File: src/rtl/key_conditioner.sv
// rtl/key_conditioner.sv - synchronise, debounce and edge-detect push buttons.
// Define KEY_CONDITIONER_REPEAT_EN to enable auto-repeat on held keys.
module key_conditioner #(
    parameter int KEYS            = 4,
    parameter int DEBOUNCE_CYCLES = 500000,
    parameter int REPEAT_DELAY    = 25000000,
    parameter int REPEAT_PERIOD   = 5000000
) (
    input  logic            clk,
    input  logic            rst_n,
    input  logic [KEYS-1:0] key_n,
    output logic [KEYS-1:0] key_level,
    output logic [KEYS-1:0] key_press,
    output logic [KEYS-1:0] key_release,
    output logic [KEYS-1:0] key_repeat,
    output logic            any_press
);

    localparam int CW = $clog2(DEBOUNCE_CYCLES);

    if (KEYS < 1 || KEYS > 8 || DEBOUNCE_CYCLES < 2 || DEBOUNCE_CYCLES > (1 << 24) ||
        REPEAT_DELAY < 2 || REPEAT_PERIOD < 2) begin : g_bad_params
        $error("key_conditioner: parameter out of range");
    end

    logic [KEYS-1:0] sync_q1;
    logic [KEYS-1:0] sync;
    logic [CW-1:0]   db_cnt [KEYS];
    logic [KEYS-1:0] differs;
    logic [KEYS-1:0] done;
    logic [KEYS-1:0] accept_press;
    logic [KEYS-1:0] accept_release;
    logic [KEYS-1:0] repeat_fire;
    logic [KEYS-1:0] press_nxt;

    // Idle (released) level of an active-low pin is 1, so the flops reset high.
    always_ff @(posedge clk or negedge rst_n) begin
        if (!rst_n) begin
            sync_q1 <= '1;
            sync    <= '1;
        end else begin
            sync_q1 <= key_n;
            sync    <= sync_q1;
        end
    end

    // sync is active-low and key_level active-high: equal bits mean a pending change.
    always_comb begin
        differs        = '0;
        done           = '0;
        accept_press   = '0;
        accept_release = '0;
        for (int i = 0; i < KEYS; i++) begin
            differs[i] = (sync[i] == key_level[i]);
            done[i]    = differs[i] && (db_cnt[i] == CW'(DEBOUNCE_CYCLES - 1));
        end
        accept_press   = done & ~key_level;
        accept_release = done & key_level;
        press_nxt      = accept_press | repeat_fire;
    end

    always_ff @(posedge clk or negedge rst_n) begin
        if (!rst_n) begin
            for (int i = 0; i < KEYS; i++) begin
                db_cnt[i] <= '0;
            end
            key_level   <= '0;
            key_press   <= '0;
            key_release <= '0;
            any_press   <= 1'b0;
        end else begin
            for (int i = 0; i < KEYS; i++) begin
                if (!differs[i] || done[i]) begin
                    db_cnt[i] <= '0;
                end else begin
                    db_cnt[i] <= db_cnt[i] + CW'(1);
                end
            end
            key_level   <= key_level ^ done;
            key_press   <= press_nxt;
            key_release <= accept_release;
            any_press   <= |press_nxt;
        end
    end

`ifdef KEY_CONDITIONER_REPEAT_EN
    localparam int RPT_MAX = (REPEAT_DELAY > REPEAT_PERIOD) ? REPEAT_DELAY : REPEAT_PERIOD;
    localparam int RW      = $clog2(RPT_MAX);

    logic [RW-1:0]   rpt_cnt [KEYS];
    logic [KEYS-1:0] rpt_armed;
    logic [KEYS-1:0] rpt_hit;

    // rpt_armed selects the period once the first (longer) delay has elapsed.
    always_comb begin
        rpt_hit     = '0;
        repeat_fire = '0;
        for (int i = 0; i < KEYS; i++) begin
            rpt_hit[i] = key_level[i] &&
                         (rpt_cnt[i] == (rpt_armed[i] ? RW'(REPEAT_PERIOD - 1)
                                                      : RW'(REPEAT_DELAY - 1)));
        end
        repeat_fire = rpt_hit & ~accept_release;
    end

    always_ff @(posedge clk or negedge rst_n) begin
        if (!rst_n) begin
            for (int i = 0; i < KEYS; i++) begin
                rpt_cnt[i] <= '0;
            end
            rpt_armed  <= '0;
            key_repeat <= '0;
        end else begin
            for (int i = 0; i < KEYS; i++) begin
                if (!key_level[i] || accept_release[i]) begin
                    rpt_cnt[i]   <= '0;
                    rpt_armed[i] <= 1'b0;
                end else if (rpt_hit[i]) begin
                    rpt_cnt[i]   <= '0;
                    rpt_armed[i] <= 1'b1;
                end else begin
                    rpt_cnt[i]   <= rpt_cnt[i] + RW'(1);
                end
            end
            key_repeat <= repeat_fire;
        end
    end
`else
    assign repeat_fire = '0;
    assign key_repeat  = '0;
`endif

endmodule

File: config.mk
export PLATFORM = sky130hd
export DESIGN_NAME = key_conditioner
export DESIGN_NICKNAME = d
export VERILOG_FILES = /design/src/rtl/key_conditioner.sv
export SDC_FILE = /design/constraint.sdc
export NUM_CORES = 1
export LEC_CHECK = 0
export ABC_AREA = 1
export CORE_MARGIN = 1
export CORE_UTILIZATION = 60
export CTS_CLUSTER_DIAMETER = 120
export DETAILED_ROUTE_END_ITERATION = 8
export PLACE_DENSITY_LB_ADDON = 0.3
export SETUP_SLACK_MARGIN = 0.15
export SYNTH_ARGS = -nofsm -noshare
export SYNTH_HDL_FRONTEND = slang
export SYNTH_SLANG_ARGS = --single-unit
File: constraint.sdc
create_clock -name clk -period 2 [get_ports clk]
set_input_delay 0.5 -clock clk [delete_from_list [all_inputs] [get_ports clk]]
set_output_delay 0.5 -clock clk [all_outputs]
set_load 0.01 [all_outputs]
==> results of run 1 <==
sequential cells by signal, summed over array words and instances (netlist names):
signal       count
any_press        1
db_cnt          76
key_level        4
key_press        4
key_release      4
sync             4
sync_q1          4
power breakdown:
part           switching, mW  total [mW]  internal, mW
Sequential            0.0290        2.02          1.99
Clock                  0.712        1.18         0.468
Combinational         0.0956       0.146        0.0504
cells by family (layout without fill, tap and decap cells):
logic type / after synthesis / count (layout) / synth area share [%]
other cells: 1 / 4 / 0.0739
simple gates: 383 / 383 / 33.4
buf+inv: 62 / 95 / 5.47
fa+ha+maj: 12 / 12 / 2.96
flops: 97 / 97 / 48.0
compound gates: 4 / 4 / 0.394
xor+xnor: 56 / 56 / 9.66
area by class of cell:
| type | instances | area [um^2] | area share, % |
|---|---|---|---|
| clock buffers | 10 | 128 | 2.28 |
| clock inverters | 6 | 51.3 | 0.915 |
| flip-flops and latches | 97 | 2440 | 43.5 |
| inverters | 54 | 203 | 3.61 |
| repair buffers | 25 | 258 | 4.60 |
| multi-input cells | 459 | 2400 | 42.8 |
| well taps | 105 | 131 | 2.34 |
Yosys cell counts (all sizes together):
library cell	count	share of area, %
a21oi	4	0.39
and2	8	0.99
buf	8	1.5
conb	1	0.074
dfrtp	89	44
dfstp	8	4.1
ha	12	3.0
inv	54	4.0
nand2	138	11
nand3	44	4.7
nand4	11	1.4
nor2	181	15
or4	1	0.15
xnor2	19	3.3
xor2	37	6.4
metrics by stage:
stage / area (um^2) / hold WS (ps) / worst slack (ps) / cells
6_report: 5610 / 53.3 / 195 / 756
5_1_grt: 5610 / 68.3 / 122 / 756
4_1_cts: 5570 / 57.7 / 157 / 755
3_5_place_dp: 5360 / 348 / 141 / 735
3_3_place_gp: 5360 / 347 / 197 / 735
2_1_floorplan: 5090 / 204 / 261 / 618
worst min-delay path by stage:
| stage | start | endpoint | slack (ps) | cells past startpoint |
|---|---|---|---|---|
| finish | rst_n | db_cnt[53] | 50 | 1 |
| global route | rst_n | db_cnt[53] | 70 | 1 |
| CTS | rst_n | db_cnt[53] | 60 | 1 |
| detailed placement | sync_q1[1] | sync[1] | 350 | 0 |
| global placement | sync_q1[3] | sync[3] | 350 | 0 |
| floorplan | rst_n | any_press | 200 | 0 |
routing by layer:
layer | vias to the layer above | GRT usage [%]
li1 | 1941 | -
met5 | - | 0
met3 | 11 | 5.26
met2 | 84 | 39.0
met4 | 0 | 7.31
met1 | 1813 | 29.5
timing repair:
| action | CTS | global route |
|---|---|---|
| buffers inserted | 4 | 1 |
| endpoints found under the setup margin | 5 | 2 |
| gates resized for setup | 1 | 5 |
| pin swaps | 0 | 0 |
==> qor.yml, run 1 <==
placed_design:
  dp_hpwl_mm: 6.68
  portBuffers: 18
  routabilityCongestion: 0.917
sta:
  fmax_ghz: 0.554
  fin_skew_ps: 11.5
  maxSlewViolCount: 0
  rsz0062_at_grt: "true"
  hold_violations: 0
  tns_ps: 0
  fin_crit_sh_pct: 90.3
  period_needed_ps: 1810
  setup_viol: 0
power:
  powerDensity_nw_per_um2: 597
  finalPower_mw: 3.35
  p_leak_nw: 2.45
  ir_drop_v: 0.000286
critical_path:
  path_class: "flop to output port"
  reg2reg_slack_ps: 230
  end_kind: "output port"
  reg2reg_to: "any_press"
  crit_end: "key_level[1]"
  critPathBufInv: 1
  critPathLaunchType: "flop"
  timing.rr.start: "db_cnt[57]"
  cp.required_ps: 1500
  worstPathArrival_ps: 1310
  crit_path_start: "key_level[1]"
  critical-path-slowest-cell: "clkdlybuf4s50_1"
  crit_cells: 1
  crit_family: "buffers and inverters"
  cpPeakStageDelay_ps: 550
  cp_cell_sequence: "clkdlybuf4s50_1"
  cp_max_fo: 2
  reg2regPathDepth: 7
synthesis:
  yosys_warnings: 0
  syn_area_um2: 5080
  synth_cell_types: 21
  synth_cells: 615
  ys_seq_elements: 97
  avgSynthCellArea_um2: 8.25
  ys_seq_area_share_pct: 48.0
grt:
  grt_max_degree: 39
  antenna_found_initial: 0
  grt_pass1_vias: 3645
  grtUsageTotal_pct: 23.1
  grt_pass1_wl_mm: 16.0
  overflow: 0
drt:
  wl_mm: 9.46
  top_layer_used: "met4"
  detail_route.wl_per_cell_um: 12.5
  drc: 0
  dr.first_iter.drc_count: 141
  viasPerCell: 5.09
  dr_total_vias: 3849
  wl_met2_mm: 4.64
  final_antenna_net_count: 0
  wl_met1_mm: 4.33
  wl_met3_um: 361
  drt_pass1_iterations: 4
clock_network:
  clock_sinks: 97
  postCtsHoldBufs: 0
  cts_root_buffer: "clkbuf_8"
  ctsHtreeMaxLevel: 3
  cts_tree: "yes"
  path_clk_slew_ps: 100
  cts_buffer_depth: 2
  cts_buffers: 9
  insertion_delay_ps: 360
run:
  max_cap_violations: 0
finish:
  n_antenna_cell: 0
  layout_commonest_cell: "nor2_1"
  final_util_pct: 68.3
  fill_cells: 636
  drive_gt1_share_pct: 11.8
  area.growth.synth_to_final_pct: 10.5
  final_cell_mix: "nor2_1 (160), nand2_1 (120), dfrtp_1 (89)"
  final_nets: 664
floorplanning:
  die_area_um2: 8830
  io_pins: 23
  initial_core_util_pct: 61.8
  row_count: 33
  fp.coreArea_um2: 8220
  dieWidth_um: 94.0
  fp.dieH_um: 94.0
run_status:
  status: "finished, final reports clean"
worst_hold_path:
  min_path_type: "primary input to async pin"
(Power assumes the default switching activity.)
==> inputs of run 2 (changes only) <==
- CORE_ASPECT_RATIO: not set -> 0.9
==> run 2 against run 1 <==
  * Cell area about the same
  * Flip-flop and latch count unchanged
  * Die area about the same
  * Combinational power about the same
  * Setup slack better by 28 ps
  * Power up 2.9%
  * Via count down 0.65%
  * Count of clock-buffer cells in the layout up 2
  * Critical path type unchanged
==> qor.yml, run 2 (same netlist as run 1, synthesis figures left out) <==
power:
  combPwrFrac_pct: 4.1
  seqPwrFrac_pct: 58.7
  intPower_mw: 2.66
  switching_share_pct: 22.8
  switchingPower_uw: 785
  power_frac_clock_pct: 37.2
  p_leak_nw: 2.50
  ir_drop_v: 0.000443
  finalPower_mw: 3.45
  powerDensity_nw_per_um2: 614
drt:
  detail_route.wl_per_cell_um: 12.1
  viasPerCell: 5.10
  drt_pass1_iterations: 4
  drc: 0
  final_antenna_net_count: 0
  dr_total_vias: 3824
  dr.first_iter.drc_count: 161
  wl_mm: 9.06
sta:
  fin_crit_sh_pct: 88.9
  setup_viol: 0
  fin_skew_ps: 10.6
  fmax_ghz: 0.563
  setup_ws_ps: 223
  rsz0062_at_grt: "true"
  hold_ws_ps: 150
  hold_violations: 0
  maxSlewViolCount: 0
  tns_ps: 0
  period_needed_ps: 1780
finish:
  design_area_um2: 5610
  final_cell_mix: "nor2_1 (160), nand2_1 (120), dfrtp_1 (89)"
  drive_gt1_share_pct: 11.7
  fill_cells: 624
  n_antenna_cell: 0
  final_nets: 664
  area.growth.synth_to_final_pct: 10.5
  layout_commonest_cell: "nor2_1"
  largest_register_ffs: 76
  final_util_pct: 69.2
  layout.cells.non_filler: 750
  regMostFlops: "db_cnt"
clock_network:
  ctsHtreeMaxLevel: 3
  insertion_delay_ps: 360
  cts_buffer_depth: 2
  cts_root_buffer: "clkbuf_8"
  cts_tree: "yes"
  path_clk_slew_ps: 100
  clock_sinks: 97
  postCtsHoldBufs: 0
  cts_buffers: 9
critical_path:
  critPathLaunchType: "flop"
  cp_cell_sequence: "clkdlybuf4s50_1"
  timing.rr.start: "db_cnt[57]"
  cp_max_fo: 2
  cpPeakStageDelay_ps: 540
  critPathBufInv: 1
  crit_family: "buffers and inverters"
  path_class: "flop to output port"
  worstPathArrival_ps: 1280
  cp.required_ps: 1500
  crit_path_start: "key_level[2]"
  end_kind: "output port"
  critical-path-slowest-cell: "clkdlybuf4s50_1"
placed_design:
  placed_cells: 728
  place_ws_ps: 150
  dp_hpwl_mm: 6.39
  dpl_cell_area_um2: 5330
  routabilityCongestion: 0.928
  portBuffers: 18
worst_hold_path:
  min_path_type: "primary input to async pin"
grt:
  overflow: 0
  antenna_found_initial: 0
  grt_max_degree: 98
  grt_pass1_vias: 3678
  grt_pass1_wl_mm: 16.2
  grtUsageTotal_pct: 23.1
floorplanning:
  initial_core_util_pct: 62.6
  fp.coreArea_um2: 8110
  io_pins: 23
  die_area_um2: 8830
  row_count: 31
  dieWidth_um: 99.0
  fp.dieH_um: 89.3
run:
  max_cap_violations: 0
run_status:
  status: "finished, final reports clean"
[run 2: metal layers]
metal | vias to the layer above | wire [um] | global-route usage, % | share of wire [%]
met4 | 0 | 93 | 8.01 | 1.0
met2 | 89 | 4220 | 37.4 | 47
met5 | - | 0 | 0 | 0
li1 | 1943 | - | - | -
met1 | 1783 | 4340 | 31.6 | 48
met3 | 9 | 406 | 4.61 | 4.5
[run 2: final timing paths]
check / endpoint / slack, ps / depth (start not counted)
setup / recovery: key_level[2] / 220 / 1
hold reg to reg: sync[3] / 360 / 0
min in group clk: sync[3] / 360 / 0
max in group asynchronous: sync[2] / 1430 / 2
hold / removal: db_cnt[40] / 150 / 2
setup reg to reg: any_press / 230 / 7
[run 2: what timing repair did]
| action | 4_1_cts | 5_1_grt |
|---|---|---|
| gates resized for setup | 1 | 7 |
| endpoints found under the setup margin | 5 | 4 |
| buffers inserted | 4 | 2 |
[run 2: worst register-to-register path: stages, from the launching register on]
cell	delay (ps)
dfrtp_1	440
ha_4	210
nand2_2	60
nor2_2	50
nand3_2	110
nor2_1	70
ha_1	200
or4_1	500
[run 2: power groups by stage]
stage | combinational (mW) | sequential, mW | clock (mW)
floorplan | 0.0845 | 2.05 | 0
global placement | 0.133 | 2.06 | 0
detailed placement | 0.137 | 2.06 | 0
CTS | 0.139 | 2.02 | 1.32
global route | 0.167 | 2.03 | 1.39
finish | 0.143 | 2.02 | 1.28
[run 2: final cells by class]
cell class / instances / area, um^2 / area share (%)
multi-input cells: 459 / 2400 / 42.8
flip-flops and latches: 97 / 2440 / 43.4
repair buffers: 25 / 250 / 4.46
clock inverters: 4 / 52.6 / 0.936
well taps: 99 / 124 / 2.21
inverters: 54 / 203 / 3.61
clock buffers: 12 / 145 / 2.59
